[src/rtl/rand_src_arbiter_if.sv]
// Source-lane bundle and output stream of the random-source arbiter.
// The master modport drives the lanes and downstream ready.
interface rand_src_arbiter_if #(
    parameter int NUM_CH = 5,
    parameter int DATA_W = 7,
    parameter int CH_W   = $clog2(NUM_CH)
);
    logic [NUM_CH*DATA_W-1:0] in_data;
    logic [NUM_CH-1:0]        in_valid;
    logic [NUM_CH-1:0]        in_pop;
    logic [NUM_CH-1:0]        ch_mask;
    logic [1:0]               mode;
    logic [CH_W-1:0]          fixed_sel;
    logic [DATA_W-1:0]        out_data;
    logic [CH_W-1:0]          out_ch;
    logic                     out_valid;
    logic                     out_ready;

    modport master (
        output in_data, in_valid, ch_mask, mode, fixed_sel, out_ready,
        input  in_pop, out_data, out_ch, out_valid
    );

    modport slave (
        input  in_data, in_valid, ch_mask, mode, fixed_sel, out_ready,
        output in_pop, out_data, out_ch, out_valid
    );
endinterface

[src/rtl/rand_src_arbiter.sv]
// Merges NUM_CH random-source lanes into one registered ready/valid stream
// using round-robin, fixed or LFSR-seeded cyclic lane selection.
module rand_src_arbiter #(
    parameter int          NUM_CH    = 5,
    parameter int          DATA_W    = 7,
    parameter logic [15:0] LFSR_SEED = 16'hACE1
) (
    input logic               clk,
    input logic               rst,
    rand_src_arbiter_if.slave bus
);
    localparam int CH_W    = $clog2(NUM_CH);
    localparam int NUM_P2  = 1 << CH_W;
    localparam bit IS_POW2 = (NUM_P2 == NUM_CH);

    logic [CH_W-1:0]   ptr;
    logic [CH_W-1:0]   rr_start;
    logic [CH_W-1:0]   rand_start;
    logic [CH_W-1:0]   start;
    logic [CH_W-1:0]   gnt_idx;
    logic [15:0]       lfsr;
    logic [15:0]       lfsr_nxt;
    logic [15:0]       lfsr_rem;
    logic [NUM_CH-1:0] elig;
    logic [NUM_P2-1:0] elig_ext;
    logic [DATA_W-1:0] gnt_data;
    logic [DATA_W-1:0] out_data_q;
    logic [CH_W-1:0]   out_ch_q;
    logic              out_valid_q;
    logic              any_grant;
    logic              load;

    assign elig     = bus.in_valid & bus.ch_mask;
    assign elig_ext = NUM_P2'(elig);
    assign lfsr_nxt = {1'b0, lfsr[15:1]} ^ (lfsr[0] ? 16'hB400 : 16'h0000);

    always_comb begin
        lfsr_rem = lfsr % 16'(NUM_CH);
        if (IS_POW2)
            lfsr_rem = 16'(lfsr[CH_W-1:0]);
    end

    assign rand_start = lfsr_rem[CH_W-1:0];
    assign rr_start   = (ptr == CH_W'(NUM_CH - 1)) ? '0 : ptr + 1'b1;
    assign start      = (bus.mode == 2'b10) ? rand_start : rr_start;

    // Cyclic first-set scan; mode 11 falls into the round-robin path.
    always_comb begin
        int j;
        j         = 0;
        any_grant = 1'b0;
        gnt_idx   = '0;
        unique case (1'b1)
            (bus.mode == 2'b01): begin
                if (32'(bus.fixed_sel) < NUM_CH && elig_ext[bus.fixed_sel]) begin
                    any_grant = 1'b1;
                    gnt_idx   = bus.fixed_sel;
                end
            end
            default: begin
                for (int i = 0; i < NUM_CH; i++) begin
                    j = int'(start) + i;
                    if (j >= NUM_CH)
                        j = j - NUM_CH;
                    if (!any_grant && elig[j]) begin
                        any_grant = 1'b1;
                        gnt_idx   = CH_W'(j);
                    end
                end
            end
        endcase
    end

    always_comb begin
        gnt_data = '0;
        for (int k = 0; k < NUM_CH; k++)
            if (CH_W'(k) == gnt_idx)
                gnt_data = bus.in_data[k*DATA_W +: DATA_W];
    end

    // Gated by rst so no lane is popped while the output is being cleared.
    assign load       = any_grant && (!out_valid_q || bus.out_ready) && !rst;
    assign bus.in_pop = load ? (NUM_CH'(1) << gnt_idx) : '0;

    always_ff @(posedge clk or posedge rst) begin
        if (rst) begin
            ptr         <= CH_W'(NUM_CH - 1);
            lfsr        <= LFSR_SEED;
            out_data_q  <= '0;
            out_ch_q    <= '0;
            out_valid_q <= 1'b0;
        end else begin
            lfsr <= lfsr_nxt;
            if (load) begin
                out_data_q  <= gnt_data;
                out_ch_q    <= gnt_idx;
                out_valid_q <= 1'b1;
                ptr         <= gnt_idx;
            end else if (out_valid_q && bus.out_ready) begin
                out_valid_q <= 1'b0;
            end
        end
    end

    assign bus.out_data  = out_data_q;
    assign bus.out_ch    = out_ch_q;
    assign bus.out_valid = out_valid_q;
endmodule

[src/flat_wrapper.sv]
// flat-port wrapper written by rule: the top's interface ports become plain ports
module rand_src_arbiter_flat 
#(
    parameter int          NUM_CH    = 5,
    parameter int          DATA_W    = 7,
    parameter logic [15:0] LFSR_SEED = 16'hACE1
)
  (clk, rst, bus_in_data, bus_in_valid, bus_ch_mask, bus_mode, bus_fixed_sel, bus_out_ready, bus_in_pop, bus_out_data, bus_out_ch, bus_out_valid);
  rand_src_arbiter_if #(.NUM_CH(NUM_CH), .DATA_W(DATA_W)) bus_i ();
  input logic clk;
  input logic rst;
  input wire logic [$bits(bus_i.in_data)-1:0] bus_in_data;
  input wire logic [$bits(bus_i.in_valid)-1:0] bus_in_valid;
  input wire logic [$bits(bus_i.ch_mask)-1:0] bus_ch_mask;
  input wire logic [$bits(bus_i.mode)-1:0] bus_mode;
  input wire logic [$bits(bus_i.fixed_sel)-1:0] bus_fixed_sel;
  input wire logic [$bits(bus_i.out_ready)-1:0] bus_out_ready;
  output wire logic [$bits(bus_i.in_pop)-1:0] bus_in_pop;
  output wire logic [$bits(bus_i.out_data)-1:0] bus_out_data;
  output wire logic [$bits(bus_i.out_ch)-1:0] bus_out_ch;
  output wire logic [$bits(bus_i.out_valid)-1:0] bus_out_valid;
  assign bus_i.in_data = bus_in_data;
  assign bus_i.in_valid = bus_in_valid;
  assign bus_i.ch_mask = bus_ch_mask;
  assign bus_i.mode = bus_mode;
  assign bus_i.fixed_sel = bus_fixed_sel;
  assign bus_i.out_ready = bus_out_ready;
  assign bus_in_pop = bus_i.in_pop;
  assign bus_out_data = bus_i.out_data;
  assign bus_out_ch = bus_i.out_ch;
  assign bus_out_valid = bus_i.out_valid;
  rand_src_arbiter #(.NUM_CH(NUM_CH), .DATA_W(DATA_W), .LFSR_SEED(LFSR_SEED)) u_core (.clk(clk), .rst(rst), .bus(bus_i));
endmodule
[config.mk]
export PLATFORM = sky130hd
export DESIGN_NAME = rand_src_arbiter_flat
export DESIGN_NICKNAME = d
export VERILOG_FILES = /design/src/rtl/rand_src_arbiter_if.sv /design/src/rtl/rand_src_arbiter.sv /design/src/flat_wrapper.sv
export SDC_FILE = /design/constraint.sdc
export NUM_CORES = 1
export LEC_CHECK = 0
export CELL_PAD_IN_SITES_DETAIL_PLACEMENT = 1
export CELL_PAD_IN_SITES_GLOBAL_PLACEMENT = 2
export CORE_MARGIN = 8
export CORE_UTILIZATION = 35
export DETAILED_ROUTE_END_ITERATION = 12
export GPL_ROUTABILITY_DRIVEN = 0
export PLACE_DENSITY = 0.95
export SKIP_CTS_REPAIR_TIMING = 1
export SLEW_MARGIN = 20
export SYNTH_ARGS = -nofsm -noshare
export SYNTH_HDL_FRONTEND = slang
export SYNTH_SLANG_ARGS = --single-unit
export TNS_END_PERCENT = 20
[constraint.sdc]
create_clock -name clk -period 22.8 [get_ports clk]
set_clock_uncertainty 0.1 [all_clocks]
set_input_delay 4.56 -clock clk [delete_from_list [all_inputs] [get_ports clk]]
set_output_delay 4.56 -clock clk [all_outputs]
set_load 0.005 [all_outputs]
# Word level (Yosys, flattened, before mapping)

Index checks and enable logic that the tools add are counted.

Flip-flop bits (word level): 30
Bits of input ports: 53
Output and inout port bits: 16
Word-level logic and storage cells: 111

Add/sub/neg operators: 10
Divide/modulo/power cells: 1
$lt $le $gt $ge: 12
Eq/ne operators: 7
Shifts and indexed selects: 1
Mux-type cells: 56
Bitwise operators: 2
Reduce and logical (&&, ||, !) cells: 17

Operators with widths:

| operator                | count |
|---|---|
| $mux W32                | 10 |
| $lt A32 B5 Y1 const B   | 5 |
| $ge A32 B4 Y1 const B   | 4 |
| $sub A32 B4 Y32 const B | 4 |
| $mux W7                 | 5 |
| $mux W3                 | 9 |
| $mux W1                 | 24 |
| $bmux W1 S3             | 6 |
| $mod A16 B3 Y16 const B | 1 |
| $mux W16                | 1 |
| $xor A15 B16 Y16        | 1 |
| $add A3 B2 Y4 const B   | 2 |
| $logic_and A1 B1 Y1     | 8 |
| $eq A2 B3 Y1 const A    | 2 |
| $logic_not A1 Y1        | 6 |
| $and A5 B5 Y5           | 1 |
| $mux W5                 | 1 |
| $shl A1 B3 Y5 const A   | 1 |
| $add A3 B1 Y4 const B   | 1 |
| $add A3 B3 Y4 const B   | 1 |
| $lt A3 B4 Y1 const B    | 1 |
| $sub A3 B3 Y4 const B   | 1 |
| $add A3 B1 Y3 const B   | 1 |
| $eq A1 B3 Y1 const A    | 1 |
| 9 further kinds         | 9 |

# Depth between registers and ports, before layout

Depth after elaboration: 33
Mapped depth: 47
Mapped depth without buffers: 39

# Worst setup path before layout

No wires, ideal clock.

Path kind: input to output
Start: input bus_mode[0]
End: output bus_in_pop[0]
Arrival time: 8,538 ps
Required time: 18,140 ps
Slack: 9,602 ps
Stages: 19
Path buffers: 4
Cells stage by stage: nand2b_1 > clkbuf_1 > nor2_1 > o21ai_0 > o21ai_2 > clkbuf_1 > ha_1 > clkbuf_1 > o21ai_0 > o21ai_0 > a311oi_1 > nand4_1 > o32a_1 > nand3b_4 > nand4b_1 > or3b_1 > a2bb2oi_4 > buf_6 > nor3_1

Word-level cells in the longest chain between the ends: 29
Elaborated cells on any way between the ends: 70
Classes of those cells: add/sub: 9; order compare: 5; eq/ne: 2; shift: 1; mux: 43; reduce/logical: 10

Ends and longest elaborated chain:

| what                                                                     | RTL line               | text |
|---|---|---|
| start, declared                                                          | flat_wrapper.sv:15     | `input wire logic [$bits(bus_i.mode)-1:0] bus_mode;` |
| parallel branches: the longest is 28 deep, another holds $sub A32 B4 Y32 | -                      |  |
| $mux W5 (*)                                                              | rand_src_arbiter.sv:83 | `assign bus.in_pop = load ? (NUM_CH'(1) << gnt_idx) : '0;` |
| end, declared                                                            | flat_wrapper.sv:18     | `output wire logic [$bits(bus_i.in_pop)-1:0] bus_in_pop;` |

Mark *: on every way between the ends. The select of a mux whose other input is x is not followed.

# Worst setup path after layout

Start: register u_core.lfsr[11]
End: output bus_in_pop[2]

Word-level cells in the longest chain between the ends: 29
Elaborated cells on any way between the ends: 69
Classes of those cells: add/sub: 9; div: 1; order compare: 5; shift: 1; mux: 43; reduce/logical: 10

Ends and longest elaborated chain:

| what                                                                     | RTL line               | text |
|---|---|---|
| start, declared                                                          | rand_src_arbiter.sv:21 | `logic [15:0] lfsr;` |
| start signal, assigned                                                   | rand_src_arbiter.sv:93 | `lfsr <= lfsr_nxt;` |
| $mod A16 B3 Y16 (*)                                                      | rand_src_arbiter.sv:38 | `lfsr_rem = lfsr % 16'(NUM_CH);` |
| $mux W3 (*)                                                              | rand_src_arbiter.sv:45 | `assign start = (bus.mode == 2'b10) ? rand_start : rr_start;` |
| parallel branches: the longest is 26 deep, another holds $sub A32 B4 Y32 | -                      |  |
| $mux W5 (*)                                                              | rand_src_arbiter.sv:83 |  |

Marked as above.

==> flow_summary.yaml <==
run_status:
  outcome: "finished, final reports clean"
die:
  dieWidth_um: 135
  io_pins: 69
  dieArea_um2: 18100
  die_h_um: 135
  fp-row-count: 43
  fp.coreArea_um2: 13800
  initial_core_util: 0.356
job:
  cap_viol_max_count: 0
yosys:
  ys.flop_type: "dfrtp_1"
  synth.distinct_cells: 104
  yosys.area_share.xor_xnor: 0.0214
  netlist_instances: 648
  synth_top_family_by_area: "compound AO/OA/AOI/OAI gates"
  synth_edf_count: 0
  synth_mux_area_frac: 0.0501
  synth_area_um2: 4920
  yosys.area_share.adder: 0.0351
  synth_warnings: 0
  synth_compound_area_frac: 0.371
  ys_ff_latch: 28
  seq_area_frac_synth: 0.145
  syn_nets: 714
  syn_avg_cell_area_um2: 7.59
  async_reset_ff_frac: 1.00
  synth_simple_gate_area_frac: 0.307
timing:
  slew_headroom: 0.379
  fin_tns_setup_ns: 0
  setup_viol: 0
  finalMaxSlewViolations: 0
  tightestPinTransition_ns: 0.932
  max_freq_ghz: 0.0634
  hold_violations: 0
  rsz0062_at_grt: "no"
  holdWs_ns: 0.355
  finalCritPeriodShare: 0.691
  period_minus_slack_ns: 15.76
pwr:
  p_per_area_nw_per_um2: 96.6
  vdd_drop_max_mv: 0.120
  p_switching_mw: 0.275
  power.leakage_nw: 2.06
  p_int_mw: 0.276
  power_switching_share: 0.499
  p_clk_frac: 0.094
  combinationalPowerShare: 0.779
  seqPwrFrac: 0.127
  p_total_mw: 0.551
setup_path:
  slowest_delay_ns: 0.73
  worstPathRequired_ns: 18.14
  startpoint_type: "register"
  worstPathMaxFanout: 24
  cp_top_family: "compound AO/OA/AOI/OAI gates"
  path_buf_inv: 6
  cp_slowest_cell: "dfstp_2"
  crit_path_end_kind: "output pin"
  worstSetupPathType: "register to output pin"
  arrival_ns: 11.10
routing:
  met1_length_mm: 7.79
  top_layer: "met4"
  via_count: 5501
  wirelength_mm: 17.4
  drc: 0
  wl_met2_mm: 8.33
  drtIter0Drc: 538
  wl_per_cell_um: 20.3
  via_per_inst: 6.42
  route.met3.wl_mm: 1.04
  drt.antenna.violating_nets: 0
  dr.pass1.iters: 5
min_path:
  hold_path.class: "register to register"
final_layout:
  filler_cell_count: 1681
  drive_gt1_frac: 0.108
  diodes: 0
  multiInputGateArea_um2: 3870
  register_area_um2: 712
  nets: 744
  area_growth_syn_to_layout_pct: 16.0
clock_tree:
  htree_levels: 1
  clock_latency_ns: 0.26
  clock_path_buffers: 2
  cts_tree: "yes"
  numClockSinks: 28
  cts_inserted_buffers: 3
  clockRootBuffer: "clkbuf_16"
  path_clk_slew_ns: 0.07
global_route:
  grt_max_degree: 30
  antenna_found_initial: 0
  grt_pass1_wl_mm: 29.4
  grt.total_usage: 0.190
  overflow: 0
  grt_pass1_vias: 5838
placement:
  dpl.hpwl_mm: 13.4
  port_buffers: 68
-- cell usage in the layout, fill, tap and decap left out, drive strengths merged, types with 6 or more instances in the layout --
cell type | netlist | final
o31ai | 13 | 13
xnor2 | 8 | 8
ha | 13 | 13
a31oi | 10 | 10
o21ai | 33 | 33
nand3 | 24 | 24
dfstp | 9 | 9
inv | 24 | 24
nor3b | 10 | 10
nand2b | 15 | 15
a211oi | 18 | 18
o211ai | 12 | 12
nand4 | 13 | 13
nor4 | 10 | 10
nand2 | 45 | 45
and3 | 7 | 7
o21a | 6 | 6
nor2 | 59 | 59
mux2i | 19 | 19
o22ai | 7 | 7
a221oi | 10 | 10
clkdlybuf4s50 | 0 | 68
o21bai | 8 | 8
and2 | 9 | 9
a21oi | 36 | 36
dfrtp | 19 | 19
a311oi | 7 | 7
nor3 | 27 | 27
nor2b | 8 | 8
-- power groups by stage --
stage,sequential (mW),combinational [mW],clock (mW)
finish,0.0700,0.430,0.0519
floorplan,0.0688,0.318,0
CTS,0.0703,0.423,0.0528
global placement,0.0699,0.410,0
global route,0.0714,0.467,0.0543
detailed placement,0.0703,0.421,0
-- final timing paths --
check / startpoint / to / slack [ns] / cells after the start
worst max-delay path: u_core.lfsr[11]$_DFF_PP1_ / bus_in_pop[2] / 7.04 / 37
worst min-delay path: u_core.lfsr[1]$_DFF_PP0_ / u_core.lfsr[0]$_DFF_PP1_ / 0.36 / 0
worst max register to register: u_core.lfsr[11]$_DFF_PP1_ / u_core.bus.out_data[6]$_DFFE_PP0P_ / 12.00 / 37
worst min register to register: u_core.lfsr[1]$_DFF_PP0_ / u_core.lfsr[0]$_DFF_PP1_ / 0.36 / 0
max in group asynchronous: rst / u_core.lfsr[11]$_DFF_PP1_ / 17.71 / 3
min in group asynchronous: rst / u_core.bus.out_ch[1]$_DFFE_PP0P_ / 4.57 / 3
-- per-layer routing --
layer	vias up	track usage
li1	2601	-
met1	2678	0.238
met2	191	0.325
met3	31	0.0405
met4	0	0.0399
met5	-	0
-- area by class of cell --
type / instances / area share
multi-input combinational: 549 / 0.677
clock inverter: 1 / 0.00526
clock buffer: 3 / 0.0132
tap: 180 / 0.0395
timing repair buffer: 71 / 0.123
sequential: 28 / 0.125
inverter: 25 / 0.0167
-- state kept, by name, summed over array words and instances (netlist names) --
name,count
u_core.lfsr,16
u_core.ptr,1
u_core.bus.out_ch,3
u_core.bus.out_valid,1
u_core.bus.out_data,7
-- Yosys cell counts, types with 8 or more instances --
master / count / area (um2)
nor3_1: 22 / 110
nor4_1: 10 / 62.6
o211ai_1: 12 / 90.1
a211oi_1: 14 / 105
dfstp_2: 9 / 236
nand4_1: 13 / 81.3
o31ai_1: 12 / 90.1
nand2_1: 44 / 165
nor2_1: 56 / 210
ha_1: 13 / 163
clkbuf_1: 24 / 90.1
a31oi_1: 10 / 62.6
dfrtp_1: 19 / 475
a21oi_1: 35 / 175
and2_1: 8 / 50.1
nand3_1: 22 / 110
o21ai_0: 24 / 120
buf_2: 8 / 40.0
inv_1: 22 / 82.6
nand2b_1: 15 / 93.8
mux2i_1: 19 / 190
a221oi_1: 9 / 78.8
xnor2_1: 8 / 70.1
-- metrics by stage --
stage	utilization	area (um2)	cells	setup slack, ns
after floorplan	-	4920	648	9.60
after global placement	0.405	5600	853	7.76
after detailed placement	0.405	5600	853	7.49
after CTS	0.413	5710	857	7.21
after global routing	0.413	5710	857	6.18
final	0.413	5710	857	7.04
-- cell families after synthesis --
logic type	count (synthesis)
AND/OR/NAND/NOR	263
buffers and inverters	71
adder cells (fa/ha/maj)	14
flip-flops	28
multiplexers	24
XOR/XNOR	12
AO/OA/AOI/OAI	236
Power figures use the tool's default switching activity.
